==> config.mk <==
export PLATFORM = sky130hd
export DESIGN_NAME = ysyx_24100005_state_elements
export DESIGN_NICKNAME = d
export VERILOG_FILES = /design/src/rtl/ysyx_24100005_state_elements.sv
export SDC_FILE = /design/constraint.sdc
export NUM_CORES = 2
export LEC_CHECK = 0
export BUFFER_PORTS_ARGS = -buffer_cell sky130_fd_sc_hd__buf_2
export CAP_MARGIN = 30
export CELL_PAD_IN_SITES_DETAIL_PLACEMENT = 2
export CELL_PAD_IN_SITES_GLOBAL_PLACEMENT = 2
export CORE_MARGIN = 3
export CORE_UTILIZATION = 45
export CTS_BUF_LIST = sky130_fd_sc_hd__clkbuf_4 sky130_fd_sc_hd__clkbuf_8
export CTS_CLUSTER_DIAMETER = 150
export CTS_CLUSTER_SIZE = 28
export DETAILED_ROUTE_END_ITERATION = 8
export GPL_TIMING_DRIVEN = 1
export PLACE_DENSITY = 0.78
export SYNTH_ARGS = -nofsm -noshare
export SYNTH_HDL_FRONTEND = slang
export SYNTH_SLANG_ARGS = --single-unit
==> constraint.sdc <==
create_clock -name clk -period 87.1 [get_ports clk]
set_clock_uncertainty 0.05 [all_clocks]
set_input_delay 0 -clock clk [delete_from_list [all_inputs] [get_ports clk]]
set_output_delay 0 -clock clk [all_outputs]
set_load 0.05 [all_outputs]
==> src/rtl/ysyx_24100005_state_elements.sv <==
// State elements of the ysyx_24100005 RV32 core: the program counter register
// and the 32-entry integer register file with x0 hardwired to zero.
module ysyx_24100005_state_elements #(
  parameter int unsigned          REG_WIDTH     = 32,
  parameter logic [REG_WIDTH-1:0] REG_RESET_VAL = 32'h8000_0000,
  parameter int unsigned          ADDR_WIDTH    = 5,
  parameter int unsigned          DATA_WIDTH    = 32
) (
  input  logic                  clk,
  input  logic                  rst,
  input  logic [REG_WIDTH-1:0]  reg_din,
  input  logic                  reg_wen,
  output logic [REG_WIDTH-1:0]  reg_dout,
  input  logic [DATA_WIDTH-1:0] rf_wdata,
  input  logic [ADDR_WIDTH-1:0] rf_waddr,
  input  logic                  rf_wen,
  input  logic [ADDR_WIDTH-1:0] rf_raddr1,
  output logic [DATA_WIDTH-1:0] rf_rdata1,
  input  logic [ADDR_WIDTH-1:0] rf_raddr2,
  output logic [DATA_WIDTH-1:0] rf_rdata2
);

  localparam int unsigned DEPTH = 1 << ADDR_WIDTH;

  logic [REG_WIDTH-1:0]  pc_q;
  logic [DATA_WIDTH-1:0] regs [DEPTH];

  always_ff @(posedge clk or posedge rst) begin
    if (rst) begin
      pc_q <= REG_RESET_VAL;
    end else if (reg_wen) begin
      pc_q <= reg_din;
    end
  end

  // Entry 0 is cleared by reset and never written, so it stays zero forever.
  always_ff @(posedge clk or posedge rst) begin
    if (rst) begin
      for (int i = 0; i < DEPTH; i++) begin
        regs[i] <= '0;
      end
    end else if (rf_wen && (rf_waddr != '0)) begin
      regs[rf_waddr] <= rf_wdata;
    end
  end

  assign reg_dout  = pc_q;
  assign rf_rdata1 = (rf_raddr1 == '0) ? '0 : regs[rf_raddr1];
  assign rf_rdata2 = (rf_raddr2 == '0) ? '0 : regs[rf_raddr2];

endmodule

; ---- Word level (Yosys, flattened, before mapping)
; Cells that the tools add are included.
[op_classes]
order_cmp = 4
add_sub_neg = 0
div = 0
n_eq_ne = 0
shifts = 0
reduce_logical = 5
n_mul = 0
bitwise = 3
mux = 11
[op_table]
columns = cell, n
row1 = 1024-bit bitwise mux, 1
row2 = 32-bit binary-select mux with 5-bit select, 2
row3 = 32-bit 2-to-1 mux, 7
row4 = 32-bit demux with 5-bit select, 1
row5 = 6-bit greater-or-equal comparator (second input constant), 3
row6 = 5-bit NOT with 6-bit output, 3
row7 = 5-bit logical NOT, 2
row8 = 6-bit by 1-bit less-than comparator with 1-bit output (second input constant), 1
row9 = 5-bit nonzero test, 1
row10 = 1-bit logical AND, 2
[word_totals]
ram_bits = 0
latchBits = 0
output_inout_bits = 96
mem_bits_ro = 0
regBits = 1056
mem_count = 0
inputBits = 83

; ---- Logic depth before layout (Yosys ltp)
[logic_depth]
depth_word = 6
ltp_mapped = 9
depth_no_buf = 5

; ---- Worst setup path after synthesis
; No wires, ideal clock.
[synth_timing]
path_type = input port to output port
from = input rf_raddr1[2]
to = output rf_rdata1[2]
t_arrival_ps = 3409
path_stages = 6
slack_ps = 83641
path_buffers = 3
cell_sequence = buf_2 -> buf_2 -> nor2b_1 -> clkbuf_1 -> a221oi_1 -> a2111oi_0
[synth_via]
elab_chain_len = 5
elab_cells_between_ends = 6
cone_classes = 4 x mux / 1 x bitwise / 1 x reduce/logical
[synth_rtl]
columns = element, line
row1 = from (decl), 17  ; input logic [ADDR_WIDTH-1:0] rf_raddr1,
row2 = 5-bit NOT with 6-bit output (not written as such), 48  ; assign rf_rdata1 = (rf_raddr1 == '0) ? '0 : regs[rf_raddr1];
row3 = 32-bit binary-select mux with 5-bit select, 48
row4 = 32-bit 2-to-1 mux (not written as such) (2 in series), 48
row5 = 32-bit 2-to-1 mux (*), 48
row6 = to (decl), 18  ; output logic [DATA_WIDTH-1:0] rf_rdata1,
; Mark *: on every way between the ends. The rest lies on a longest branch, timed or not. The select of a mux whose other input is x is not followed.

; ---- Worst setup path in the final report
[layout_timing]
from = input rf_raddr1[0]
to = output rf_rdata1[11]
; The elaborated chain is that of the path after synthesis.

==> metrics.md <==
| Metric | Value |
|---|---|
| Status | finished clean |
| Fmax | 223.1 MHz |
| Busiest grt layer | met2 |
| Unrepaired setup endpoints after global routing | false |
| Post-CTS resize count | 0 |
| Avg Cell Area, Syn | 14.79 um^2 |
| Total grt overflow | 0 |
| # fillers | 11170 |
| Clock sinks | 1056 |
| Most frequent CP cell | buf_4 |
| Die height | 358.3 um |
| Flops & latches, synth | 1056 |
| Placed cell count | 5240 |
| Tmin final | 4.483 ns |
| Clock power frac | 0.172 |
| Placeable Area | ~120000 um^2 |
| Nets | ~3900 |
| Post-DP Area | 57870 um^2 |
| Sequential area share after synthesis | 0.4732 |
| Sequential share of power | 0.556 |
| Netlist cell types | 46 |
| TritonCTS clock tree | done |
| Maximum Capacitance Violations | 0 |
| Largest net degree at the start of global routing | 166 |
| Area growth, synth to finish | 7.398% |
| Routed Antenna Nets | 0 |
| Final period util | 0.05146 |
| CTS max path bufs | 3 |
| Crit path max-delay family | buffers and inverters |
| EDFF count, synth | 0 |
| Clk slew on worst S/H paths | approximately 0.19 ns |
| # IOs | 179 |
| Met3 GRT Util | 0.05367 |
| Critical path type | in -> out |
| Slowest stage delay, CP | 0.95 ns |
| I/O Buffers | ~180 |
| Total chip power | 1.195 mW |
| Finished Cell Area | 59980 um^2 |
| Core Util, Final | 0.4895 |
| M1 GR Usage | 0.4264 |
| Internal power | between 0.8 and 0.9 mW |
| Final Worst Setup Slack | slightly above 80 ns |
| # setup viols final | 0 |
| DRT Pass-1 Iters | 5 |
| Power density cells | 19.93 nW/um^2 |
| Hold depth | 6 |
| Final cell count without fillers | 5433 |
| Syn Inst Count | 3777 |
| Full die area | 128400 um^2 |
| Synthesized Nets | roughly 3900 |
| Worst-Skew Late Latency | 0.82 ns |
| Worst vdd ir | 0.02442 mV |
| Gr usage total | 0.3327 |
| Final Hold Fails | 0 |
| LEAKAGE | ~26 nW |
| DR WL/cell | 39.27 um |
| Gpl congestion | 0.7807 |
| Die width | around 360 um |
| Worst hold slack | 0.1472 ns |
| HP Class | in -> reg |
| Slew Limit Fails | 0 |
| First-pass GRT wire length | 310.5 mm |
| YS warnings | 0 |
| Drt drc | 0 |
| Initial antenna violation count | 7 |
| H-tree depth | 2 |
| Worst R2R Path Depth | 2 |
| Final WL | 213.4 mm |
| Routing usage on met2 | 0.5542 |
| Cell Chain, Critical Path | buf_8 -> buf_4 -> buf_4 -> mux4_2 -> a22o_1 -> a2111oi_0 -> nor3_1 -> buf_2 |
| Startpoint types | input port |
| Setup WS pre-CTS | about 83 ns |
| Layout cells sized above 1 | 0.4880 |
| Synth Flop Type | dfrtp_1 |
| Initial DRC count | 3352 |
| Worst Setup End Kind | output port |
| Worst Path Arrival | 4.43 ns |
| CP max FO | 66 |
| Bufs and invs on worst path | 4 |
| Vias in the first global route | 41630 |
| Hpwl dp | 111.2 mm |
| Slew HR | 0.2275 |
| Ys async rst share | 1.000 |
| Setup_tns | 0 ns |
| Starting Density | 0.4558 |
| Postcts setup bufs | 0 |
| CTS Root Cell | clkbuf_8 |
| CP Data Required Time | 87.05 ns |
| Vias/cell | 6.920 |
| Switch Pwr | 0.3949 mW |
| Logic pwr share | 0.272 |
| Switching share of power | 0.3303 |
| Post-Syn Area | 55840 um^2 |
| Total CTS buffers | 43 |
| FP Rows | approximately 130 |
| Worst slew pin tran | around 1.1 ns |
| Worst path depth | 8 |
| Crit-path slowest cell | a2111oi_0 |
| Total number of vias | approximately 38000 |
## cell usage after synthesis (3+ instances only)
cell type,count,area share
nor4_1,32,0.0036
clkbuf_1,233,0.016
a22o_1,81,0.013
nor2b_1,72,0.0081
nand3b_1,4,0.00054
o221ai_1,10,0.0016
nor3b_1,4,0.00054
mux2i_1,251,0.045
buf_1,55,0.0037
a221oi_1,13,0.0020
a221o_1,32,0.0057
buf_8,5,0.0013
buf_4,40,0.0054
a2111oi_1,19,0.0034
buf_6,13,0.0026
dfrtp_1,1055,0.47
a211oi_1,71,0.0095
nand2_1,28,0.0019
buf_12,3,0.0011
a2111oi_0,20,0.0031
buf_2,80,0.0072
a22oi_1,9,0.0012
nand3_1,4,0.00036
nor2_1,26,0.0017
mux2_2,1101,0.22
a21oi_1,21,0.0019
a2111oi_2,6,0.0016
mux4_2,372,0.15
o22ai_1,72,0.0081
nor3_1,26,0.0023
## power groups by stage
stage | logic [mW] | registers (mW) | clock network [mW]
finish | 0.325 | 0.664 | 0.206
global route | 0.345 | 0.673 | 0.226
CTS | 0.317 | 0.655 | 0.207
detailed placement | 0.310 | 0.665 | 0
global placement | 0.294 | 0.655 | 0
floorplan | 0.240 | 0.641 | 0
## kinds of logic after synthesis
family / after synthesis / share of synthesized area
compound gates: 358 / 0.05171
buf+inv: 432 / 0.03715
flops: 1056 / 0.4732
mux: 1725 / 0.4175
simple gates: 206 / 0.02041
## state kept, by name, indices dropped and copies added (netlist names)
signal,flops
reg_dout,32
regs,1024
## what timing repair did
item,CTS,global route
hold buffers,138,0
endpoints found under the setup margin,0,0
endpoints found under the hold margin,1131,0
## layer usage
| metal | wire length (um) | up-vias |
|---|---|---|
| met5 | 21 | - |
| met4 | 11040 | 4 |
| met3 | 13050 | 535 |
| met2 | 105300 | 1635 |
| met1 | 84000 | 20890 |
| li1 | - | 14530 |
## final timing paths
kind | start | endpoint | slack (ns)
max | rf_raddr1[0] | rf_rdata1[11] | 82.62
min | rf_wen | regs[429]$_DFFE_PP0P_ | 0.15
max reg2reg | reg_dout[7]$_DFFE_PP0P_ | reg_dout[7]$_DFFE_PP0P_ | 85.60
min reg2reg | regs[1012]$_DFFE_PP0P_ | regs[1012]$_DFFE_PP0P_ | 0.37
max in group asynchronous | rst | regs[51]$_DFFE_PP0P_ | 83.75
min in group asynchronous | rst | regs[140]$_DFFE_PP0P_ | 0.45
## area by class of cell
cell class,count,area [um^2],area share
antenna,5,12.51,0.0002086
clock inverter,3,25.02,0.0004172
inverter,3,18.77,0.0003129
multi-input combinational,2289,27630,0.4607
clock buffer,44,605.6,0.01010
timing repair buffer,408,3221,0.05370
tap,1625,2033,0.03390
sequential,1056,26430,0.4406
## cell usage in the layout, fill, tap and decap left out, types with 7 or more instances in the layout
cell type / instances
nor2b_1: 67
nand2_1: 7
a2111oi_1: 20
o22ai_1: 72
nor4_1: 32
buf_4: 78
mux4_2: 372
a21oi_1: 21
a2111oi_0: 19
mux2_2: 1101
o221ai_1: 10
a221oi_1: 13
buf_2: 173
a221o_1: 32
nor2_4: 21
a22o_1: 81
buf_16: 7
dfrtp_1: 1055
a22oi_1: 9
clkbuf_8: 46
a211oi_1: 71
mux2i_1: 251
dlygate4sd3_1: 138
nand2_2: 15
nor3_1: 26
## tightest hold or removal path, stage by stage
cell and delay [ns]:
buf_2 0.14, nand2_1 0.10, nor2_1 0.14, nand2_4 0.13, buf_16 0.25, mux2_2 0.20
(Power assumes the default switching activity.)
